`config.mk`:
```
export PLATFORM = sky130hd
export DESIGN_NAME = branch_resolve
export DESIGN_NICKNAME = d
export VERILOG_FILES = /design/src/rtl/branch_resolve_pkg.sv /design/src/rtl/branch_resolve_bxx_compare.sv /design/src/rtl/branch_resolve.sv
export SDC_FILE = /design/constraint.sdc
export NUM_CORES = 1
export LEC_CHECK = 0
export ABC_AREA = 0
export BUFFER_PORTS_ARGS = -buffer_cell sky130_fd_sc_hd__buf_2
export CAP_MARGIN = 20
export CORE_MARGIN = 4
export CORE_UTILIZATION = 29
export CTS_CLUSTER_DIAMETER = 40
export DETAILED_ROUTE_END_ITERATION = 7
export PLACE_DENSITY_LB_ADDON = 0.2
export SYNTH_ARGS = -nofsm -noshare
export SYNTH_HDL_FRONTEND = slang
export SYNTH_SLANG_ARGS = --single-unit
```
`constraint.sdc`:
```
create_clock -name clk -period 2.8 [get_ports clk]
set_input_delay 0.14 -clock clk [delete_from_list [all_inputs] [get_ports clk]]
set_output_delay 0.14 -clock clk [all_outputs]
set_load 0.01 [all_outputs]
```
`src/rtl/branch_resolve_pkg.sv`:
```
// Shared defines for branch resolution: opcodes, funct3 branch conditions, FSM encoding, link increment.
package branch_resolve_pkg;

    localparam int unsigned XLEN   = 32;
    localparam int unsigned F3_W   = 3;
    localparam int unsigned FCNT_W = 4;

    localparam logic [6:0] OPC_BRANCH = 7'b1100011;
    localparam logic [6:0] OPC_JAL    = 7'b1101111;
    localparam logic [6:0] OPC_JALR   = 7'b1100111;

    localparam logic [F3_W-1:0] F3_BEQ  = 3'b000;
    localparam logic [F3_W-1:0] F3_BNE  = 3'b001;
    localparam logic [F3_W-1:0] F3_BLT  = 3'b100;
    localparam logic [F3_W-1:0] F3_BGE  = 3'b101;
    localparam logic [F3_W-1:0] F3_BLTU = 3'b110;
    localparam logic [F3_W-1:0] F3_BGEU = 3'b111;

    localparam logic [XLEN-1:0] LINK_INC = 32'd4;

    typedef enum logic [1:0] {
        ST_IDLE  = 2'd0,
        ST_REDIR = 2'd1,
        ST_FLUSH = 2'd2
    } br_state_e;

endpackage

```
`src/rtl/branch_resolve_bxx_compare.sv`:
```
// Conditional-branch comparator: evaluates funct3 against the two forwarded operands.
module bxx_compare
    import branch_resolve_pkg::*;
(
    input  logic [F3_W-1:0] funct3,
    input  logic [XLEN-1:0] rs1v,
    input  logic [XLEN-1:0] rs2v,
    output logic            taken
);

    always_comb begin
        taken = 1'b0;
        case (funct3)
            F3_BEQ:  taken = (rs1v == rs2v);
            F3_BNE:  taken = (rs1v != rs2v);
            F3_BLT:  taken = ($signed(rs1v) <  $signed(rs2v));
            F3_BGE:  taken = ($signed(rs1v) >= $signed(rs2v));
            F3_BLTU: taken = (rs1v <  rs2v);
            F3_BGEU: taken = (rs1v >= rs2v);
            default: taken = 1'b0;
        endcase
    end

endmodule

```
`src/rtl/branch_resolve.sv`:
```
// Execute-stage branch resolution: detects mispredicts, issues a fetch redirect, then flushes front-end.
// Optional performance counters enabled with BRANCH_PERF_CNT_EN.
module branch_resolve
    import branch_resolve_pkg::*;
#(
    parameter int unsigned FLUSH_CYC = 2
) (
    input  logic            clk,
    input  logic            rstn,
    input  logic            exe_valid,
    output logic            exe_ready,
    input  logic            exe_isbxx,
    input  logic            exe_isjal,
    input  logic            exe_isjalr,
    input  logic            exe_predict_taken,
    input  logic [XLEN-1:0] exe_pred_target,
    input  logic [XLEN-1:0] exe_pc,
    input  logic [F3_W-1:0] exe_funct3,
    input  logic [XLEN-1:0] exe_rs1v,
    input  logic [XLEN-1:0] exe_rs2v,
    input  logic [XLEN-1:0] exe_bxxoffset,
    input  logic [XLEN-1:0] exe_jalroffset,
    output logic            redirect_valid,
    output logic [XLEN-1:0] redirect_pc,
    input  logic            redirect_ready,
    output logic            flush,
    output logic [XLEN-1:0] bxx_cnt,
    output logic [XLEN-1:0] mispred_cnt
);

    br_state_e         r_state;
    br_state_e         w_state_n;
    logic [FCNT_W-1:0] r_flush_cnt;
    logic [FCNT_W-1:0] w_flush_cnt_n;
    logic [XLEN-1:0]   r_redirect_pc;
    logic [XLEN-1:0]   w_redirect_pc_n;
    logic              r_exe_ready;
    logic              r_redirect_valid;
    logic              r_flush;

    logic              w_resolve;
    logic              w_taken;
    logic [XLEN-1:0]   w_bxx_target;
    logic [XLEN-1:0]   w_jalr_sum;
    logic [XLEN-1:0]   w_jalr_target;
    logic [XLEN-1:0]   w_target;
    logic              w_mispred;

    bxx_compare u_cmp (
        .funct3 (exe_funct3),
        .rs1v   (exe_rs1v),
        .rs2v   (exe_rs2v),
        .taken  (w_taken)
    );

    assign w_resolve     = exe_valid & r_exe_ready & (exe_isbxx | exe_isjal | exe_isjalr);
    assign w_bxx_target  = w_taken ? (exe_pc + exe_bxxoffset) : (exe_pc + LINK_INC);
    assign w_jalr_sum    = exe_rs1v + exe_jalroffset;
    assign w_jalr_target = {w_jalr_sum[XLEN-1:1], 1'b0};
    assign w_target      = exe_isbxx ? w_bxx_target : w_jalr_target;

    // jal targets are exact at fetch, so only bxx and jalr can mispredict
    always_comb begin
        w_mispred = 1'b0;
        if (exe_isbxx) begin
            w_mispred = (w_taken != exe_predict_taken);
        end else if (exe_isjalr) begin
            w_mispred = (w_jalr_target != exe_pred_target);
        end
    end

    always_ff @(posedge clk or negedge rstn) begin
        if (!rstn) begin
            r_state       <= ST_IDLE;
            r_flush_cnt   <= '0;
            r_redirect_pc <= '0;
        end else begin
            r_state       <= w_state_n;
            r_flush_cnt   <= w_flush_cnt_n;
            r_redirect_pc <= w_redirect_pc_n;
        end
    end

    always_comb begin
        w_state_n       = r_state;
        w_flush_cnt_n   = r_flush_cnt;
        w_redirect_pc_n = r_redirect_pc;
        case (r_state)
            ST_IDLE: begin
                if (w_resolve && w_mispred) begin
                    w_state_n       = ST_REDIR;
                    w_redirect_pc_n = w_target;
                end
            end
            ST_REDIR: begin
                if (redirect_ready) begin
                    if (FLUSH_CYC == 0) begin
                        w_state_n = ST_IDLE;
                    end else begin
                        w_state_n     = ST_FLUSH;
                        w_flush_cnt_n = FCNT_W'(FLUSH_CYC);
                    end
                end
            end
            ST_FLUSH: begin
                w_flush_cnt_n = r_flush_cnt - FCNT_W'(1);
                if (r_flush_cnt <= FCNT_W'(1)) begin
                    w_state_n = ST_IDLE;
                end
            end
            default: begin
                w_state_n = ST_IDLE;
            end
        endcase
    end

    // handshake outputs are flopped from the next state so they line up with r_state
    always_ff @(posedge clk or negedge rstn) begin
        if (!rstn) begin
            r_exe_ready      <= 1'b1;
            r_redirect_valid <= 1'b0;
            r_flush          <= 1'b0;
        end else begin
            r_exe_ready      <= (w_state_n == ST_IDLE);
            r_redirect_valid <= (w_state_n == ST_REDIR);
            r_flush          <= (w_state_n != ST_IDLE);
        end
    end

    assign exe_ready      = r_exe_ready;
    assign redirect_valid = r_redirect_valid;
    assign redirect_pc    = r_redirect_pc;
    assign flush          = r_flush;

`ifdef BRANCH_PERF_CNT_EN
    logic [XLEN-1:0] r_bxx_cnt;
    logic [XLEN-1:0] r_mispred_cnt;

    always_ff @(posedge clk or negedge rstn) begin
        if (!rstn) begin
            r_bxx_cnt     <= '0;
            r_mispred_cnt <= '0;
        end else begin
            if (w_resolve && exe_isbxx) begin
                r_bxx_cnt <= r_bxx_cnt + XLEN'(1);
            end
            if (w_resolve && w_mispred) begin
                r_mispred_cnt <= r_mispred_cnt + XLEN'(1);
            end
        end
    end

    assign bxx_cnt     = r_bxx_cnt;
    assign mispred_cnt = r_mispred_cnt;
`else
    assign bxx_cnt     = '0;
    assign mispred_cnt = '0;
`endif

endmodule

```
== Word level (Yosys, flattened, before mapping) ==
Index checks and enable logic that the tools add are counted.
W data, S select, Z words.
Storage, ports and cells
  ROM bits: 0
  RAM bits: 0
  memories kept: 0
  flip-flop bits (word level): 41
  word-level logic and storage cells: 51
  input port bits: 203
  bits in latches: 0
  output and inout port bits: 99
Cells by class
  add/sub/neg operators: 4
  divide/modulo/power cells: 0
  multiply operators: 0
  bitwise gates (word level): 4
  shift operators: 0
  eq/ne operators: 13
  $lt $le $gt $ge: 5
  multiplexer cells: 11
  reductions and logical operators: 8
Operators by type and width (count)
  $add A32 B32 Y32: 2
  $ge A32 B32 Y1: 2
  $lt A32 B32 Y1: 2
  $mux W32: 2
  $ne A32 B32 Y1: 2
  $add A32 B3 Y32 const B: 1
  $eq A32 B32 Y1: 1
  $eq A3 B3 Y1 const B: 4
  $pmux W4 S2: 1
  $mux W2: 3
  $pmux W1 S6: 1
  $pmux W2 S3: 1
  $eq A2 B1 Y1 const B: 2
  $le A4 B1 Y1 const B: 1
  $logic_not A2 Y1: 2
  $mux W4: 1
  $reduce_and A2 Y1: 2
  $reduce_bool A2 Y1: 2
  $sub A4 B1 Y4 const B: 1
  $eq A3 B1 Y1 const B: 1
  $logic_not A3 Y1: 1
  $and A1 B1 Y1: 2
  $eq A2 B2 Y1 const B: 1
  $mux W1: 2
  other kinds (4): 5

== Longest topological paths before layout ==
Gate-level depths: netlist of the first run.
  word-level depth: 8
  depth in mapped cells: 15
  depth with buffers taken out: 14

== Hierarchy ==
A second synthesis of the first run with hierarchy kept.
Unflattened totals
  cell total of the unflattened synthesis: 1267
  area total of the unflattened synthesis: 9624.2 um^2
Modules (own cells, without submodules)
  branch_resolve: cells an instance 1137, area an instance 8668.3 um^2, sequential area each 1027.2 um^2, times used 1
  bxx_compare: cells an instance 130, area an instance 955.9 um^2, sequential area each 0.0 um^2, times used 1

== Worst setup path after synthesis of the first run ==
Ideal clock, no wire load.
  path kind: input-to-reg
  start: input port exe_rs1v[1]
  end: register r_redirect_pc[24], in the netlist redirect_pc[24]
  arrival time: 3672 ps
  buffers on the path: 2
  setup time: 127 ps
  path slack: -1000 ps
  stages: 15
  data required time: 2673 ps
  path through: inv_1 -> fa_1 -> nand2b_1 -> a211oi_2 -> o211ai_2 -> and2b_1 -> xor2_1 -> xnor2_1 -> or4_1 -> or4_1 -> nor4_1 -> o21a_1 -> buf_6 -> buf_8 -> mux2_1
Between the ends
  cells in the longest elaborated chain, start to end: 6
  elaborated cells between the ends (all ways): 16
  those cells by class: add/sub (1); order compare (4); eq/ne (4); mux (5); reduce/logical (2)
Ends and longest elaborated chain
  from (decl): line branch_resolve.sv:19  | input logic [XLEN-1:0] exe_rs1v,
  $add A32 B32 Y32 (tied with other cells): line branch_resolve.sv:58  | assign w_jalr_sum = exe_rs1v + exe_jalroffset;
  $ne A32 B32 Y1 / $pmux W1 S6 (equally long branches): line branch_resolve.sv:68, branch_resolve_bxx_compare.sv:13
  $mux W1 / $ne A1 B1 Y1 (equally long branches): line branch_resolve.sv:67, branch_resolve.sv:66
  $mux W1: line branch_resolve.sv:65  | if (exe_isbxx) begin
  $logic_and A1 B1 Y1: line branch_resolve.sv:90  | if (w_resolve && w_mispred) begin
  $reduce_and A2 Y1 (no line)
  to (signal assigned): line branch_resolve.sv:80  | r_redirect_pc <= w_redirect_pc_n;
  to (decl): line branch_resolve.sv:35  | logic [XLEN-1:0] r_redirect_pc;
Parallel ways exist; a longest one is shown, timed or not.
A chain may end at the register's enable or synchronous reset.

== Worst setup path after layout of the first run ==
  start: input port exe_jalroffset[0]
  end: register r_redirect_pc[3], in the netlist redirect_pc[3]
Between the ends
  cells in the longest elaborated chain, start to end: 6
  elaborated cells between the ends (all ways): 7
  those cells by class: add/sub (1); eq/ne (1); mux (3); reduce/logical (2)
Ends and longest elaborated chain
  from (decl): line branch_resolve.sv:22  | input logic [XLEN-1:0] exe_jalroffset,
  $add A32 B32 Y32 *: line branch_resolve.sv:58
  $ne A32 B32 Y1: line branch_resolve.sv:68  | w_mispred = (w_jalr_target != exe_pred_target);
  $mux W1: line branch_resolve.sv:67  | end else if (exe_isjalr) begin
  $mux W1: line branch_resolve.sv:65
  $logic_and A1 B1 Y1: line branch_resolve.sv:90
  $reduce_and A2 Y1 (no line)
Every way passes the cells marked *; elsewhere a longest branch is shown, timed or not.

==> reports/metrics.csv, run 1 <==
stage,metric,value,unit
drt,total wire length,32.7,mm
synthesis,synthesized cell area,0.00852,mm^2
place,GP Congestion,0.915,
floorplan,initial core utilization,29.5,%
drt,drt first-iter violations,358,
worst_setup_path,r2r startpoint,exe_ready,
outcome,failing checks,negative setup slack,
floorplan,Rows,62,
worst_setup_path,Critical Path End,redirect_pc[3],
job,Max Cap Viol,0,
place,DP HPWL,28.7,mm
grt,vias in the first global route,9540,
drt,via count,9647,
worst_setup_path,R2R depth,7,
synthesis,Yosys warning total,0,
grt,grt ovf,0,
synthesis,Cells after Synth,1115,
drt,Final ANT Viol Nets,0,
power,Net Switching,2.20,mW
drt,uppermost layer routed,met5,
worst_setup_path,CP max FO,5,
worst_setup_path,CP max stage delay,0.52,ns
synthesis,synth unique cells,77,
worst_setup_path,crit path from,exe_jalroffset[0],
drt,vias per inst,4.77,
synthesis,Post-synth EDFFs,0,
cells_and_area,share of cells above drive strength 1,39.1,%
worst_setup_path,Worst Path Arrival,3.80,ns
sta,final clock skew,0.00804,ns
synthesis,Main synth FF type,dfrtp_1,
worst_setup_path,Crit Path Class,in -> reg,
floorplan,die area,0.0322,mm^2
floorplan,die extent in x,179,um
cts,root buffer cell,clkbuf_16,
sta,unrepaired setup endpoints after global routing,true,
sta,Worst-Margin Slew,0.609,ns
cells_and_area,Layout area overhead,48.5,%
sta,final setup margin,-0.829,ns
worst_setup_path,reg2reg setup slack,0.86,ns
drt,wire length on met3,1.59,mm
cts,Max Buffers Root-to-Sink,2,
synthesis,share of Yosys cell area claimed by the top area cell type,14.1,%
floorplan,Die H,179,um
cts,cts bufs inserted,5,
power,P per Cell Area,420,mW/mm^2
grt,Total GRT Usage,18.9,%
grt,antenna violations before repair,3,
sta,Final min period,3.63,ns
sta,normalized max-slew margin,59.3,%
power,sequential share of power,21.0,%
synthesis,"FFs w/ async S/R, synth",100,%
drt,Wirelength per Cell,16.2,um
sta,final setup vio count,36,
cts,Clock Sinks,41,
cells_and_area,NumNets Final,1937,
place,port bufs,236,
cts,clock-pin transition on the worst setup and hold timing paths,0.06,ns
synthesis,most area-hungry cell type in the Yosys netlist,ha_1,
power,Leak,6.45,nW
floorplan,Core ar.,0.0289,mm^2
synthesis,Synth area leaders,"ha_1, dfrtp_1, xnor2_1",
synthesis,most common cell in the synthesized netlist,nand2_1,
synthesis,synth cell count leaders,"nand2_1, ha_1, a21oi_1, nor2_1, xnor2_1",
worst_setup_path,CP max stage cell,or4_4,
power,overall power,5.32,mW
worst_setup_path,ordered cell list for the critical path,"buf_8, nand2_4, fa_2, nand2b_4, a211oi_4, o211ai_2, and2b_2, xor2_4, xnor2_2, or4_1, or4_4, nor4_4, o21a_4, clkbuf_16, buf_8, mux2_4",
power,Switching Fraction,41.5,%
sta,fmax,276,MHz
floorplan,io pins,302,
drt,wl on met1,15.6,mm
power,internal power,3.11,mW
outcome,status,finished with violations,
synthesis,Syn Area/Cell,7.64,um^2
power,worst vdd ir,318,uV
sta,Final Cycle Share,130,%
cts,TritonCTS clock tree,yes,
synthesis,synthesized flop and latch total,41,
worst_setup_path,"most used cell, CP",buf_8,
cts,Worst-Skew Late Latency,0.28,ns
sta,Pins Over Slew Limit,0,
worst_setup_path,capturing point of the worst reg2reg path,redirect_pc[3],
worst_setup_path,Worst setup SP type,primary input,
grt,first-pass GRT wire length,50.2,mm
worst_hold_path,Hold WC Path Type,in -> reg,
drt,TritonRoute pass-1 iters,5,
worst_setup_path,Critical Path End Type,register,
cts,H-tree lvl count,2,
place,Placement Setup Slack,-1.44,ns
drt,DRC,0,
power,Clock power frac,10.8,%
power,combinational power share,68.2,%
cells_and_area,# fillers,3101,
grt,largest net degree at the start of global routing,49,
drt,wire length on met2,15.4,mm
sta,Fin. Hold Viols,0,
synthesis,post-synthesis sequential area ratio,12.1,%
worst_setup_path,Critical Path RT,2.97,ns
## power groups by stage
stage,logic [mW],clock network [mW],registers (mW)
2_1_floorplan,1.85,0,1.17
3_3_place_gp,3.37,0,1.13
3_5_place_dp,3.41,0,1.12
4_1_cts,3.50,0.590,1.12
5_1_grt,3.96,0.624,1.16
6_report,3.62,0.575,1.12
## stage by stage
stage / instance area, um^2 / hold WS [ns] / setup TNS (ns) / util, % / std cells
finish: 12700 / 0.114 / -28.41 / 43.9 / 2022
global route: 12700 / 0.121 / -33.43 / 43.9 / 2022
floorplan: 8790 / -0.156 / -26.93 / - / 1178
global placement: 12000 / 0.349 / -47.67 / 41.7 / 1994
detailed placement: 12000 / 0.346 / -49.89 / 41.7 / 1994
CTS: 12300 / 0.0367 / -28.74 / 42.7 / 2006
## placed cells by master, fill, tap and decap left out, types with 6 or more instances in the layout
| cell | instances |
|---|---|
| xor2_1 | 43 |
| o21bai_1 | 10 |
| nor3_1 | 24 |
| nand2_1 | 103 |
| ha_1 | 95 |
| mux2i_1 | 17 |
| buf_2 | 233 |
| mux2_4 | 28 |
| nor4_1 | 6 |
| clkbuf_16 | 7 |
| nor2_1 | 72 |
| o31ai_1 | 6 |
| o21ai_0 | 66 |
| inv_1 | 63 |
| o211ai_1 | 17 |
| a21oi_1 | 88 |
| o21a_1 | 10 |
| nand2b_1 | 7 |
| conb_1 | 64 |
| xnor2_1 | 68 |
| a211oi_1 | 17 |
| buf_4 | 305 |
| and4_1 | 6 |
| a21o_1 | 28 |
| o22ai_1 | 6 |
| nand3_1 | 27 |
| and3_1 | 12 |
| dfrtp_1 | 40 |
| nand4_1 | 30 |
| a31oi_1 | 9 |
## flip-flops by register name, summed over array words and instances (netlist names)
| register | cells |
|---|---|
| r_flush_cnt | 4 |
| r_state | 2 |
| redirect_valid | 1 |
| flush | 1 |
| redirect_pc | 32 |
| exe_ready | 1 |
## cell families after synthesis
kind of cell,after synthesis,share of synthesized area (%)
flops,41,12.1
mux,46,6.71
other cells,1,0.0440
compound gates,316,24.1
xor+xnor,120,13.0
simple gates,323,18.2
fa+ha+maj,98,14.6
buf+inv,170,11.3
## how the worst min path moves through the flow
stage / startpoint / end / slack, ns / cells after the start
floorplan: rstn / flush / -0.16 / 0
global placement: rstn / redirect_valid / 0.35 / 1
detailed placement: rstn / redirect_pc[23] / 0.35 / 1
CTS: rstn / redirect_pc[23] / 0.04 / 1
global route: redirect_ready / redirect_valid / 0.12 / 2
finish: redirect_ready / redirect_valid / 0.11 / 2
## per-layer routing
metal | global-route usage (%) | up-vias
met5 | 0 | -
met4 | 1.04 | 2
met3 | 3.21 | 6
met2 | 32.3 | 245
met1 | 26.2 | 4433
li1 | - | 4961
## final cells by class
cell class	instances	area [um^2]	area share [%]
repair buffers	556	3750	29.6
well taps	384	480	3.80
clock buffers	5	125	0.988
multi-input cells	967	7010	55.4
clock inverters	3	17.5	0.138
flip-flops and latches	41	1030	8.11
diodes	1	2.50	0.0198
inverters	65	251	1.99
## critical path, delay by kind of cell
family	cells	cell delay, ns
AO/OA/AOI/OAI	3	0.72
buffers and inverters	3	0.35
adder cells (fa/ha/maj)	1	0.38
AND/OR/NAND/NOR	6	1.60
multiplexers	1	0.29
XOR/XNOR	2	0.31
## repair_timing
item	CTS	global route
endpoints found under the hold margin	0	13
gates cloned	1	2
hold buffers	0	1
setup endpoints to repair	36	36
resized for setup	21	42
setup buffers	3	12
pin swaps	2	19
Power figures use the tool's default switching activity.
==> run 2: changes to the inputs <==
Settings changed: CORE_UTILIZATION 29 to 48, CTS_CLUSTER_SIZE set to 28.
==> run 2 against run 1 <==
Against the previous run: the flow finishes with violations (negative hold slack, negative setup slack); maximum frequency fell by 0.71%; power is 2.0% lower; worst setup slack got worse by 0.026 ns; cell area shrank 3.9%; critical path type unchanged; largest cell class unchanged; highest routed layer is now met4.
==> reports/metrics.csv, run 2 (synthesized netlist as in run 1, its figures left out) <==
stage,metric,value,unit
outcome,status,finished with violations,
outcome,failing checks,"negative hold slack, negative setup slack",
grt,Total GRT Usage,27.7,%
cells_and_area,fin cells,1835,
sta,setup TNS,-28.50,ns
worst_setup_path,Worst Path Arrival,3.83,ns
place,port bufs,236,
power,P per Cell Area,429,mW/mm^2
worst_setup_path,Critical Path End Type,register,
drt,via count,9796,
drt,vias per inst,5.34,
floorplan,Die H,141,um
cts,Max Buffers Root-to-Sink,2,
worst_hold_path,Hold WC Path Type,in -> async,
cts,Clock Sinks,41,
cells_and_area,"commonest cells after routing, fill and taps aside","buf_4, buf_2, nand2_1",
sta,Worst-Margin Slew,0.961,ns
grt,first-pass GRT wire length,45.5,mm
drt,Wirelength per Cell,16.1,um
floorplan,initial core utilization,49.1,%
worst_setup_path,CP max FO,5,
grt,grt ovf,0,
job,Max Cap Viol,0,
sta,Fin. Hold Viols,1,
place,GP Congestion,0.939,
sta,hold_ws,-0.00166,ns
worst_setup_path,Worst setup SP type,primary input,
grt,largest net degree at the start of global routing,49,
drt,total wire length,29.5,mm
drt,DRC,0,
cts,root buffer cell,clkbuf_16,
worst_setup_path,Crit Path Class,in -> reg,
drt,Final ANT Viol Nets,0,
cts,Worst-Skew Late Latency,0.29,ns
cts,TritonCTS clock tree,yes,
sta,unrepaired setup endpoints after global routing,true,
grt,vias in the first global route,9418,
grt,antenna violations before repair,0,
cells_and_area,max reg flops,32,
sta,Final min period,3.66,ns
power,Leak,6.27,nW
place,DP HPWL,25.2,mm
sta,final setup margin,-0.855,ns
worst_setup_path,Critical Path RT,2.97,ns
place,Placed Cells,1815,
floorplan,die extent in x,141,um
floorplan,die area,0.0200,mm^2
sta,final clock skew,0.00444,ns
floorplan,io pins,302,
floorplan,Rows,48,
cells_and_area,"commonest non-fill, non-tap cell in the layout",buf_4,
drt,TritonRoute pass-1 iters,6,
cts,clock-pin transition on the worst setup and hold timing paths,0.06,ns
sta,normalized max-slew margin,35.9,%
cts,H-tree lvl count,2,
drt,drt first-iter violations,582,
cells_and_area,diodes inserted,0,
cells_and_area,share of cells above drive strength 1,38.1,%
sta,fmax,274,MHz
power,worst vdd ir,587,uV
cts,cts bufs inserted,5,
cells_and_area,Layout area overhead,42.7,%
sta,Pins Over Slew Limit,0,
sta,final setup vio count,36,
cells_and_area,NumNets Final,1910,
floorplan,Core ar.,0.0174,mm^2
sta,Final Cycle Share,131,%
==> run 2: cell count changes in the layout (fill, tap and decap cells not counted), sizes merged <==
| cell | change |
|---|---|
| buf | -26 |
| diode | -1 |
| dlygate4sd3 | -1 |
==> run 2: power breakdown <==
| part | leakage [nW] | switching, mW | internal [mW] |
|---|---|---|---|
| logic | 5.71 | 1.71 | 1.82 |
| registers | 0.492 | 0.220 | 0.886 |
| clock network | 0.0696 | 0.250 | 0.327 |
| total | 6.27 | 2.18 | 3.03 |
==> run 2: per-layer routing <==
layer / up-vias / share of wire (%) / global-route usage [%]
li1: 4912 / - / -
met1: 4501 / 43 / 37.1
met2: 352 / 48 / 48.4
met3: 31 / 7.3 / 4.28
met4: 0 / 1.3 / 3.88
met5: - / 0 / 0
==> run 2: final timing paths <==
| kind | from | to | cells after the start | slack, ns |
|---|---|---|---|---|
| max | exe_rs1v[1] | redirect_pc[16] | 16 | -0.86 |
| min | rstn | r_flush_cnt[0] | 1 | -0.002 |
| max reg2reg | exe_ready | redirect_pc[31] | 7 | 0.86 |
| min reg2reg | redirect_pc[21] | redirect_pc[21] | 1 | 0.51 |
| max in group asynchronous | rstn | redirect_pc[0] | 1 | 2.19 |
| min in group clk | redirect_ready | redirect_valid | 2 | 0.11 |
==> run 2: stage by stage <==
step	cell area, um^2	util [%]	setup slack (ns)	total power, mW
3_5_place_dp	11700	67.3	-1.25	4.43
3_3_place_gp	11700	67.3	-1.14	4.36
2_1_floorplan	8790	-	-0.822	3.01
6_report	12200	70.1	-0.855	5.21
5_1_grt	12200	70.1	-0.973	5.57
4_1_cts	12000	69.0	-0.856	5.11
==> run 2: critical path, stage by stage <==
cell and delay [ns]:
buf_8 0.09, inv_8 0.03, fa_2 0.38, nand2b_4 0.16, a211oi_4 0.34, o211ai_2 0.15
and2b_2 0.24, xor2_2 0.16, xnor2_1 0.12, or4_1 0.50, or4_4 0.57, nor4_4 0.16
o21a_4 0.21, buf_6 0.14, clkbuf_16 0.15, mux2_4 0.29
==> run 2: repair_timing <==
| item | in CTS | in global routing |
|---|---|---|
| setup endpoints to repair | 36 | 36 |
| hold endpoints to repair | 0 | 0 |
| pin swaps | 1 | 16 |
| gates cloned | 2 | 2 |
| setup buffers | 4 | 7 |
| hold buffers | 0 | 0 |
| gates resized for setup | 14 | 41 |
==> run 2: cell type report <==
class	count	area, um^2
multi-input combinational	967	6970
fill	1492	5190
timing repair buffer	529	3490
sequential	41	1030
tap	225	282
inverter	65	251
clock buffer	5	125
clock inverter	3	17.5
